===== src/rtl/layer_compositor.sv =====
// Pixel compositor: merges NUM_LAYERS keyed layers over an opaque background.
// Layer 0 has the highest priority. The block also accumulates pairwise overlap
// flags for each frame and applies a frame-stepped global fade.
// Latency is 2 pixel_Clk cycles from inputs to Red/Green/Blue. There are no stalls.
// Ports:
//   pixel_Clk/Reset      : pixel clock, async active-low reset
//   blank, frame_start   : active-video qualifier, first-pixel pulse
//   layer_on/layer_rgb   : per-layer coverage and {R,G,B} colour
//   bg_rgb, fade_cmd     : background colour, fade command (01 out, 10 in)
//   Red/Green/Blue       : composited, faded pixel
//   coll_flags           : pair overlap flags of the previous frame
//   fade_busy/fade_level : fade status and current brightness
module layer_compositor #(
  parameter int                    NUM_LAYERS = 4,
  parameter int                    COLOR_W    = 4,
  parameter logic [3*COLOR_W-1:0]  KEY_COLOR  = 12'h0E0,
  parameter logic [NUM_LAYERS-1:0] KEY_EN     = 4'b1111,
  parameter int                    FADE_DIV   = 2
) (
  input  logic                                    pixel_Clk,
  input  logic                                    Reset,
  input  logic                                    blank,
  input  logic                                    frame_start,
  input  logic [NUM_LAYERS-1:0]                   layer_on,
  input  logic [NUM_LAYERS*3*COLOR_W-1:0]         layer_rgb,
  input  logic [3*COLOR_W-1:0]                    bg_rgb,
  input  logic [1:0]                              fade_cmd,
  output logic [COLOR_W-1:0]                      Red,
  output logic [COLOR_W-1:0]                      Green,
  output logic [COLOR_W-1:0]                      Blue,
  output logic [NUM_LAYERS*(NUM_LAYERS-1)/2-1:0]  coll_flags,
  output logic                                    fade_busy,
  output logic [COLOR_W:0]                        fade_level
);

  localparam int PW    = 3*COLOR_W;
  localparam int NP    = NUM_LAYERS*(NUM_LAYERS-1)/2;
  localparam int DIV_W = (FADE_DIV > 1) ? $clog2(FADE_DIV) : 1;
  localparam logic [COLOR_W:0] LVL_FULL = {1'b1, {COLOR_W{1'b0}}};
  localparam logic [COLOR_W:0] LVL_ONE  = {{COLOR_W{1'b0}}, 1'b1};
  localparam logic [DIV_W-1:0] DIV_LAST = DIV_W'(FADE_DIV-1);

  typedef enum logic [1:0] {BRIGHT, FADE_OUT, DARK, FADE_IN} fade_state_t;

  // ---------------- stage 1: key test and input capture ----------------
  logic [NUM_LAYERS-1:0]    opaque_d, s1_opaque_q;
  logic [NUM_LAYERS*PW-1:0] s1_rgb_q;
  logic [PW-1:0]            s1_bg_q;
  logic                     s1_blank_q, s1_fs_q;

  always_comb begin
    opaque_d = '0;
    for (int i = 0; i < NUM_LAYERS; i++)
      opaque_d[i] = layer_on[i] & ~(KEY_EN[i] & (layer_rgb[i*PW +: PW] == KEY_COLOR));
  end

  always_ff @(posedge pixel_Clk or negedge Reset) begin
    if (!Reset) begin
      s1_opaque_q <= '0;
      s1_rgb_q    <= '0;
      s1_bg_q     <= '0;
      s1_blank_q  <= 1'b0;
      s1_fs_q     <= 1'b0;
    end else begin
      s1_opaque_q <= opaque_d;
      s1_rgb_q    <= layer_rgb;
      s1_bg_q     <= bg_rgb;
      s1_blank_q  <= blank;
      s1_fs_q     <= frame_start;
    end
  end

  // ---------------- collision accumulation ----------------
  // Pairs are packed in the order (0,1),(0,2)..(0,N-1),(1,2)..(N-2,N-1).
  logic [NP-1:0] hits, accum_q, coll_q;

  for (genvar a = 0; a < NUM_LAYERS-1; a++) begin : g_pa
    for (genvar b = a+1; b < NUM_LAYERS; b++) begin : g_pb
      localparam int P = a*(2*NUM_LAYERS-a-1)/2 + (b-a-1);
      assign hits[P] = s1_opaque_q[a] & s1_opaque_q[b] & s1_blank_q;
    end
  end

  // Hits seen in the frame_start cycle still belong to the frame that is closing.
  always_ff @(posedge pixel_Clk or negedge Reset) begin
    if (!Reset) begin
      accum_q <= '0;
      coll_q  <= '0;
    end else if (s1_fs_q) begin
      coll_q  <= accum_q | hits;
      accum_q <= '0;
    end else begin
      accum_q <= accum_q | hits;
    end
  end

  // ---------------- fade FSM ----------------
  fade_state_t      state_q, state_d;
  logic [COLOR_W:0] level_q, level_d;
  logic [DIV_W-1:0] div_q, div_d;
  logic             step_now;

  assign step_now = frame_start & (div_q == DIV_LAST);

  always_comb begin
    state_d = state_q;
    level_d = level_q;
    div_d   = div_q;
    unique case (state_q)
      BRIGHT: if (fade_cmd == 2'b01) begin
        state_d = FADE_OUT;
        div_d   = '0;
      end
      DARK: if (fade_cmd == 2'b10) begin
        state_d = FADE_IN;
        div_d   = '0;
      end
      FADE_OUT: if (frame_start) begin
        if (step_now) begin
          div_d   = '0;
          level_d = level_q - LVL_ONE;
          if (level_q == LVL_ONE) state_d = DARK;
        end else begin
          div_d = div_q + DIV_W'(1);
        end
      end
      FADE_IN: if (frame_start) begin
        if (step_now) begin
          div_d   = '0;
          level_d = level_q + LVL_ONE;
          if (level_q == LVL_FULL - LVL_ONE) state_d = BRIGHT;
        end else begin
          div_d = div_q + DIV_W'(1);
        end
      end
      default: state_d = BRIGHT;
    endcase
  end

  always_ff @(posedge pixel_Clk or negedge Reset) begin
    if (!Reset) begin
      state_q <= BRIGHT;
      level_q <= LVL_FULL;
      div_q   <= '0;
    end else begin
      state_q <= state_d;
      level_q <= level_d;
      div_q   <= div_d;
    end
  end

  // ---------------- stage 2: priority select and fade scaling ----------------
  logic [PW-1:0] sel_rgb, rgb_d, rgb_q;

  // The product keeps the full 2*COLOR_W+1 bits and is truncated after the shift.
  function automatic logic [COLOR_W-1:0] scale(input logic [COLOR_W-1:0] c,
                                               input logic [COLOR_W:0]   lvl);
    logic [2*COLOR_W:0] prod;
    prod = (2*COLOR_W+1)'(c) * (2*COLOR_W+1)'(lvl);
    return COLOR_W'(prod >> COLOR_W);
  endfunction

  // Scan from the bottom layer upward so that the lowest-index opaque layer wins.
  always_comb begin
    sel_rgb = s1_bg_q;
    for (int i = NUM_LAYERS-1; i >= 0; i--)
      if (s1_opaque_q[i]) sel_rgb = s1_rgb_q[i*PW +: PW];
  end

  always_comb begin
    rgb_d = '0;
    if (s1_blank_q)
      rgb_d = {scale(sel_rgb[2*COLOR_W +: COLOR_W], level_q),
               scale(sel_rgb[COLOR_W +: COLOR_W], level_q),
               scale(sel_rgb[0 +: COLOR_W], level_q)};
  end

  always_ff @(posedge pixel_Clk or negedge Reset) begin
    if (!Reset) rgb_q <= '0;
    else        rgb_q <= rgb_d;
  end

  assign Red        = rgb_q[2*COLOR_W +: COLOR_W];
  assign Green      = rgb_q[COLOR_W +: COLOR_W];
  assign Blue       = rgb_q[0 +: COLOR_W];
  assign coll_flags = coll_q;
  assign fade_busy  = (state_q == FADE_OUT) || (state_q == FADE_IN);
  assign fade_level = level_q;

endmodule


===== config.mk =====
export PLATFORM = sky130hd
export DESIGN_NAME = layer_compositor
export DESIGN_NICKNAME = d
export VERILOG_FILES = /design/src/rtl/layer_compositor.sv
export SDC_FILE = /design/constraint.sdc
export NUM_CORES = 1
export LEC_CHECK = 0
export BUFFER_PORTS_ARGS = -buffer_cell sky130_fd_sc_hd__buf_2
export CORE_MARGIN = 5
export CORE_UTILIZATION = 58
export CTS_BUF_LIST = sky130_fd_sc_hd__clkbuf_8
export DETAILED_ROUTE_END_ITERATION = 10
export PLACE_DENSITY = 0.9
export SYNTH_ARGS = -nofsm -noshare
export SYNTH_HDL_FRONTEND = slang
export SYNTH_SLANG_ARGS = --single-unit

===== constraint.sdc =====
create_clock -name pixel_Clk -period 4.3 [get_ports pixel_Clk]
set_input_delay 0 -clock pixel_Clk [delete_from_list [all_inputs] [get_ports pixel_Clk]]
set_output_delay 0 -clock pixel_Clk [all_outputs]
set_load 0.02 [all_outputs]

---- Yosys cells after proc, flatten, opt, wreduce, memory -nomap -nowiden ----
Cells that the tools add are included.
storage, ports and cells
  flip-flop bits (word level) ............. 98
  bits of input ports ..................... 70
  output and inout bits ................... 24
operators by class
  add/subtract/negate cells ............... 3
  multipliers ............................. 3
  equality and inequality tests ........... 20
  multiplexer cells ....................... 25
  bitwise logic cells ..................... 22
  reductions and logical operators ........ 7
operators with widths
  kind                 number
  $mux 12              5
  $eq 12x8->1 const B  4
  $mul 4x5->8          3
  $mux 5               4
  $and 1x1->1          17
  $mux 2               8
  $ne 2x2->1 const B   8
  $pmux 5 s2           1
  $pmux 2 s4           1
  $reduce_and 8->1     1
  $eq 2x2->1 const B   3
  $mux 6               1
  $or 6x6->6           1
  $add 5x1->5 const B  1
  $eq 5x1->1 const B   1
  $eq 5x4->1 const B   1
  $reduce_and 5->1     1
  $sub 5x1->5 const B  1
  $eq 2x1->1 const B   2
  $mux 1               4
  $not 1->1            4
  $pmux 1 s3           1
  $reduce_and 3->1     1
  $logic_not 2->1      1
  other kinds (5)      5

---- Longest topological paths before layout ----
Gate-level depths: netlist of the first run.
  depth in word-level cells ............... 6
  depth in mapped cells ................... 19
  gate-level depth less buffers ........... 17

---- Worst setup path after synthesis of the first run ----
OpenSTA, ideal clock, no wires.
  path kind ............................... register to register
  from .................................... reg s1_opaque_q[3]
  to ...................................... reg rgb_q[1]
  setup time .............................. 0.119 ns
  data arrival time ....................... 3.726 ns
  path slack .............................. 0.455 ns
  stages on the path, launching flop included .. 19
  cells stage by stage .................... dfrtp_1 > buf_6 > buf_6 > mux2i_1 > nor2_1 > a21oi_1 > o21ai_0 > mux2i_1 > nand2b_1 > fa_1 > fa_1 > inv_1 > ha_1 > nand4_1 > a211oi_1 > a41oi_4 > nor2b_4 > xnor2_1 > and2_1
on the way
  cells in the longest elaborated chain, start to end .. 6
ends and longest elaborated chain
  what                    RTL line  text
  from (decl)             46        logic [NUM_LAYERS-1:0] opaque_d, s1_opaque_q;
  from (signal assigned)  65        s1_opaque_q <= opaque_d;
  $mux 12 (4 in a row)    167       if (s1_opaque_q[i]) sel_rgb = s1_rgb_q[i*PW +: PW];
  $mul 4x5->8             159       prod = (2*COLOR_W+1)'(c) * (2*COLOR_W+1)'(lvl);
  $mux 12                 172       if (s1_blank_q)
  net rgb_d[1]            153       logic [PW-1:0] sel_rgb, rgb_d, rgb_q;
  to (signal assigned)    180       else rgb_q <= rgb_d;
  to (decl)               153
The timed path passes the listed nets, and every way through them passes these cells.
A chain may end at the register's enable or synchronous reset.

---- Final worst setup path of the first run ----
  from .................................... reg s1_opaque_q[3]
  to ...................................... reg rgb_q[9]
The elaborated chain is that of the path after synthesis.

==> impl_metrics.csv, run 1 <==
group,metric,value,unit
drt,highest_layer,"met4",
synthesis,synth_nets,592,
power_and_ir_drop,powerDensity,528.7,nW/um^2
power_and_ir_drop,p_clk_share,16.8,%
drt,wl_met2,8442,um
timing,setup_violations,0,
timing,drv_slew,0,
setup_path,cp_cell_sequence,"mux2i_1 > nor2_1 > a21oi_1 > o21ai_0 > mux2i_2 > nand2b_1 > fa_1 > inv_1 > fa_1 > ha_1 > nand4_1 > a211oi_4 > a41oi_4 > nor2b_4 > xnor2_1 > and2_1",
timing,finalCritPeriodShare,99.31,%
setup_path,cp_common_cell,"fa_1",
drt,dr_total_vias,4683,
global_route,grt_pass1_wl,25610,um
run_status,status,"complete, no violations",
drt,antenna_left,0,
timing,setup_slack,0.02951,ns
setup_path,critical_path_buf_inv_count,1,
clocking,cts_buffers,9,
setup_path,worst-path-max-fanout,7,
global_route,grt_pass1_vias,4905,
drt,wirelength,17340,um
clocking,clock_sinks,98,
clocking,insertion_delay,0.39,ns
drt,wl_met1,6064,um
setup_path,slowest_delay,0.53,ns
setup_path,crit_arrival,4.55,ns
synthesis,syn-cell-area,5355,um^2
setup_path,start_kind,"register",
synthesis,avgSynthCellArea,11.35,um^2
finish,diodes,0,
floorplan,num_io_pins,94,
global_route,grt_max_degree,65,
synthesis,yosys_warnings,0,
synthesis,yosys-top-cells-area,"dfrtp_1 (45%), ha_1 (8.2%), fa_1 (5.6%)",
timing,hold_viol,0,
power_and_ir_drop,comb_power_share,49.7,%
drt,met3WireLength,1760,um
global_route,overflow,0,
timing,min_period,4.270,ns
clocking,clock-root-buffer,"clkbuf_8",
synthesis,synth_edf_count,0,
synthesis,yosysTopAreaCellShare,45.33,%
setup_path,cpMaxStageDelayCell,"fa_1",
timing,clock_skew,0.01344,ns
floorplan,die_y,106.1,um
floorplan,placementRows,35,
power_and_ir_drop,p_total,3.639,mW
timing,relSlewSlack,48.46,%
setup_path,worstSetupPathType,"register to register",
synthesis,synth-seq-area-share,45.82,%
placed_design,pre_cts_slack,0.01876,ns
global_route,grt_use_total,29.48,%
floorplan,start_util,58.79,%
power_and_ir_drop,vdd_ir_drop_max,0.0003099,V
finish,area_growth,28.53,%
global_route,antenna_found_initial,0,
synthesis,ys_seq_elements,98,
placed_design,dpl-instance-area,5913,um^2
setup_path,crit_required,4.58,ns
synthesis,async_reset_ff_share,100.0,%
clocking,htree_num_levels,3,
power_and_ir_drop,power_switching,1.560,mW
finish,final_net_count,761,
floorplan,fp.dieW,106.1,um
setup_path,endpoint_kind,"register",
finish,drive_gt1_share,27.09,%
drt,route.detailed.drc,0,
placed_design,portBuffers,93,
floorplan,die_area,11260,um^2
floorplan,core_area,9109,um^2
drt,first_pass_iters,7,
synthesis,netlist_top_cells_count,"dfrtp_1 (97), ha_1 (35), inv_1 (31)",
job,drv_cap,0,
timing,max_freq,0.2342,GHz
finish,design_area,6883,um^2
worst_hold_path,hp-class,"input pin to asynchronous set/reset pin",
clocking,cts.path.max_buffers,2,
finish,nFillCells,504,
power_and_ir_drop,pwr-share-seq,33.5,%
clocking,cts_tree,"done",
finish,layoutNonFillerInstCount,757,
drt,drtIter0Drc,428,
clocking,clkTransAtPathRegs,0.12,ns
synthesis,ys_types,51,
synthesis,ys.flop_type,"dfrtp_1",
placed_design,gp_congestion,0.8940,
placed_design,dp_hpwl,9362,um
power_and_ir_drop,p_leak,3.322,nW
power_and_ir_drop,p_int,2.079,mW
drt,via_per_inst,6.186,
synthesis,yosys.area.top_type,"dfrtp_1",
timing,whs,0.09710,ns
placed_design,placed_cells,666,
synthesis,postSynthCellCount,472,
timing,tightestPinTransition,0.7731,ns
drt,wl_per_cell,22.90,um
synthesis,yosysMostFrequentCell,"dfrtp_1",
setup_path,cp_top_family,"adder cells",
power_and_ir_drop,p_sw_share,42.87,%
[per-stage QoR]
stage / utilization (%) / setup TNS [ns]
2_1_floorplan: - / 0
3_3_place_gp: 64.92 / 0
3_5_place_dp: 64.92 / 0
4_1_cts: 74.42 / 0
5_1_grt: 75.56 / -0.3344
6_report: 75.56 / 0
[power by group through the flow]
stage	Clock, mW	Sequential, mW	Combinational (mW)
after floorplan	0	1.21	1.21
after global placement	0	1.21	1.53
after detailed placement	0	1.22	1.62
after CTS	0.595	1.20	1.69
after global routing	0.648	1.23	2.00
final	0.612	1.22	1.81
[layer usage]
| metal | up-vias | GRT usage (%) |
|---|---|---|
| li1 | 1943 | - |
| met1 | 2233 | 34.44 |
| met2 | 389 | 50.46 |
| met3 | 118 | 7.104 |
| met4 | 0 | 15.36 |
| met5 | - | 0 |
[what timing repair did]
item,CTS,global route
pin swaps,0,6
setup buffers,0,8
resized for setup,1,12
setup endpoints to repair,1,12
hold endpoints to repair,100,0
hold buffers,67,0
[layout by cell type, fill, tap and decap left out, types with 4 or more instances in the layout]
| cell | count |
|---|---|
| dfrtp_1 | 94 |
| buf_2 | 92 |
| dlygate4sd3_1 | 67 |
| ha_1 | 35 |
| inv_1 | 31 |
| nor2_1 | 29 |
| a21oi_1 | 27 |
| nand2_1 | 26 |
| and2_1 | 24 |
| buf_4 | 21 |
| fa_1 | 15 |
| nor2b_1 | 14 |
| a31oi_1 | 13 |
| mux2i_1 | 12 |
| nor4b_1 | 12 |
| xnor2_1 | 11 |
| and3_1 | 9 |
| clkbuf_8 | 9 |
| xor2_1 | 8 |
| nand2b_1 | 7 |
| o21ai_0 | 7 |
| nor3b_1 | 6 |
| nand4_1 | 5 |
| a21oi_2 | 5 |
| nor3_1 | 4 |
[sequential cells by signal, summed over array words and instances (netlist names)]
name         flops
s1_rgb_q        48
rgb_q           12
s1_bg_q         12
accum_q          6
coll_flags       6
fade_level       5
s1_opaque_q      4
state_q          2
div_q            1
s1_blank_q       1
s1_fs_q          1
[final cells by class]
type | count | area, um^2 | area share (%)
tap | 111 | 138.9 | 2.018
clock inverter | 7 | 70.07 | 1.018
sequential | 98 | 2460 | 35.74
timing repair buffer | 180 | 1289 | 18.72
inverter | 32 | 120.1 | 1.745
multi-input combinational | 320 | 2681 | 38.96
clock buffer | 9 | 123.9 | 1.800
[logic make-up (layout without fill, tap and decap cells)]
group                      after synthesis  after routing  share of synthesized area (%)
and+or+nand+nor                        155            155                          17.20
adders and majority gates               50             50                          13.79
xor gates and xnor gates                19             19                          3.107
DFF                                     98             98                          45.82
buffers and inverters                   54            228                          4.836
muxes                                   17             17                          3.341
AOI/OAI and AO/OA                       79             79                          11.92
[path summary, 6_finish.rpt]
kind	from	to	slack (ns)	cells past startpoint
setup / recovery	s1_opaque_q[3]	rgb_q[9]	0.03	16
hold reg to reg	accum_q[3]	accum_q[3]	0.54	2
min in group pixel_Clk	fade_cmd[0]	div_q	0.10	4
setup reg to reg	s1_opaque_q[3]	rgb_q[9]	0.03	16
hold / removal	Reset	accum_q[0]	0.1	2
max in group asynchronous	Reset	s1_opaque_q[2]	2.99	3
(Power assumes the default switching activity.)
==> run 2: changes to the inputs <==
- SETUP_SLACK_MARGIN: not set -> 0.05
==> run 2 against run 1 <==
Clock skew about the same. Sequential cell count stayed put. Utilization decreased by 0.37 points. Count of clock-buffer cells in the layout is the same. Die area unchanged. Combinational power hardly changed. Worst hold slack improved by 0.013 ns. Wire length grew 2.1%. Global-route usage down 0.32 points. Sequential power about the same. Largest power group unchanged. Final cell count fell by 0.26%.
==> impl_metrics.csv, run 2 (synthesized netlist as in run 1, its figures left out) <==
group,metric,value,unit
run_status,status,"complete, no violations",
floorplan,start_util,58.79,%
power_and_ir_drop,power_switching,1.549,mW
drt,dr_total_vias,4720,
finish,mostFrequentLayoutCells,"dfrtp_1 (94), buf_2 (92), dlygate4sd3_1 (67)",
global_route,grt_max_degree,65,
floorplan,fp.dieW,106.1,um
timing,drv_slew,0,
floorplan,num_io_pins,94,
clocking,insertion_delay,0.38,ns
global_route,overflow,0,
clocking,cts_tree,"done",
clocking,htree_num_levels,3,
global_route,antenna_found_initial,0,
setup_path,cpMaxStageDelayCell,"dfrtp_2",
power_and_ir_drop,powerDensity,528.4,nW/um^2
setup_path,crit_required,4.54,ns
global_route,grt_pass1_wl,25430,um
placed_design,portBuffers,93,
drt,route.detailed.drc,0,
drt,first_pass_iters,5,
drt,via_per_inst,6.252,
placed_design,gp_congestion,0.8940,
placed_design,pre_cts_slack,0.01876,ns
power_and_ir_drop,comb_power_share,49.4,%
floorplan,placementRows,35,
floorplan,core_area,9109,um^2
finish,largest_reg_flops,48,
power_and_ir_drop,p_sw_share,42.79,%
floorplan,die_area,11260,um^2
timing,setup_slack,0.07183,ns
power_and_ir_drop,p_clk_share,16.8,%
timing,finalCritPeriodShare,98.33,%
power_and_ir_drop,p_leak,3.297,nW
drt,drtIter0Drc,514,
setup_path,start_kind,"register",
timing,tightestPinTransition,0.7597,ns
power_and_ir_drop,vdd_ir_drop_max,0.0003770,V
drt,antenna_left,0,
placed_design,dpl-instance-area,5913,um^2
global_route,grt_use_total,29.16,%
setup_path,cp_top_family,"adder cells",
clocking,clkTransAtPathRegs,0.11,ns
drt,wirelength,17710,um
timing,hold_viol,0,
finish,drive_gt1_share,26.59,%
timing,relSlewSlack,49.35,%
clocking,cts_buffers,9,
setup_path,slowest_delay,0.64,ns
clocking,clock-root-buffer,"clkbuf_8",
finish,design_area,6849,um^2
setup_path,crit_arrival,4.47,ns
worst_hold_path,hp-class,"input pin to asynchronous set/reset pin",
finish,regMostFlops,"s1_rgb_q",
placed_design,dp_hpwl,9362,um
setup_path,worst-path-max-fanout,21,
finish,layout_commonest_cell,"dfrtp_1",
finish,area_growth,27.90,%
job,drv_cap,0,
timing,min_period,4.228,ns
finish,final_net_count,758,
floorplan,die_y,106.1,um
power_and_ir_drop,pwr-share-seq,33.9,%
timing,whs,0.1097,ns
finish,top_regs,"s1_rgb_q: 48 flops, rgb_q: 12 flops, s1_bg_q: 12 flops",
clocking,clock_sinks,98,
timing,max_freq,0.2365,GHz
setup_path,critical_path_buf_inv_count,3,
drt,wl_per_cell,23.45,um
global_route,grt_pass1_vias,4917,
timing,fin_setup_tns,0,ns
setup_path,cp_common_cell,"inv_1",
setup_path,endpoint_kind,"register",
clocking,cts.path.max_buffers,2,
setup_path,cp_cell_sequence,"nor3b_1 > o31ai_2 > a21boi_2 > and2_1 > fa_1 > inv_1 > fa_1 > inv_1 > ha_1 > inv_1 > a211oi_2 > a41oi_4 > nand2_1 > a21oi_1",
timing,clock_skew,0.01380,ns
setup_path,worstSetupPathType,"register to register",
power_and_ir_drop,p_int,2.071,mW
timing,setup_violations,0,
-- run 2: path summary, 6_finish.rpt --
path | from | endpoint | slack [ns] | depth (start not counted)
worst max-delay path | s1_opaque_q[2] | rgb_q[8] | 0.07 | 14
worst min-delay path | Reset | rgb_q[7] | 0.11 | 2
worst max register to register | s1_opaque_q[2] | rgb_q[8] | 0.07 | 14
worst min register to register | coll_flags[0] | coll_flags[0] | 0.56 | 2
max in group asynchronous | Reset | s1_opaque_q[0] | 3.03 | 3
min in group pixel_Clk | fade_cmd[0] | div_q | 0.12 | 4
-- run 2: metrics by stage --
| stage | power, mW | utilization [%] | instances |
|---|---|---|---|
| after floorplan | 2.419 | - | 472 |
| after global placement | 2.740 | 64.92 | 666 |
| after detailed placement | 2.842 | 64.92 | 666 |
| after CTS | 3.487 | 74.44 | 749 |
| after global routing | 3.860 | 75.16 | 754 |
| final | 3.619 | 75.19 | 755 |
-- run 2: final cells by class --
cell class | instances | area (um^2)
Antenna cell | 1 | 2.502
Multi-Input combinational cell | 320 | 2673
Clock buffer | 9 | 123.9
Timing Repair Buffer | 177 | 1264
Fill cell | 520 | 2260
Sequential cell | 98 | 2457
Tap cell | 111 | 138.9
Inverter | 32 | 120.1
Clock inverter | 7 | 70.07
-- run 2: metal layers --
metal / part of all wire (%) / track usage, % / wire, um
met1: 34 / 33.40 / 6086
met2: 49 / 51.37 / 8591
met3: 11 / 7.286 / 1873
met4: 6.5 / 13.32 / 1157
met5: 0 / 0 / 0
-- run 2: worst register-to-register path, stage by stage (launching register included) --
cell and delay [ns]:
dfrtp_2 0.64, nor3b_1 0.51, o31ai_2 0.15, a21boi_2 0.21
and2_1 0.21, fa_1 0.49, inv_1 0.06, fa_1 0.53
inv_1 0.04, ha_1 0.32, inv_1 0.11, a211oi_2 0.06
a41oi_4 0.34, nand2_1 0.12, a21oi_1 0.32
-- run 2: power groups by stage --
| stage | Combinational, mW | Sequential (mW) | Clock, mW |
|---|---|---|---|
| CTS | 1.69 | 1.20 | 0.595 |
| floorplan | 1.21 | 1.21 | 0 |
| finish | 1.79 | 1.23 | 0.607 |
| detailed placement | 1.62 | 1.22 | 0 |
| global placement | 1.53 | 1.21 | 0 |
| global route | 1.99 | 1.23 | 0.638 |
-- run 2: repair_timing --
item / 4_1_cts / 5_1_grt
gates resized for setup: 2 / 8
setup endpoints to repair: 6 / 10
pin swaps: 0 / 3
hold buffers: 67 / 0
endpoints found under the hold margin: 100 / 0
setup buffers: 0 / 5
gates cloned: 0 / 0
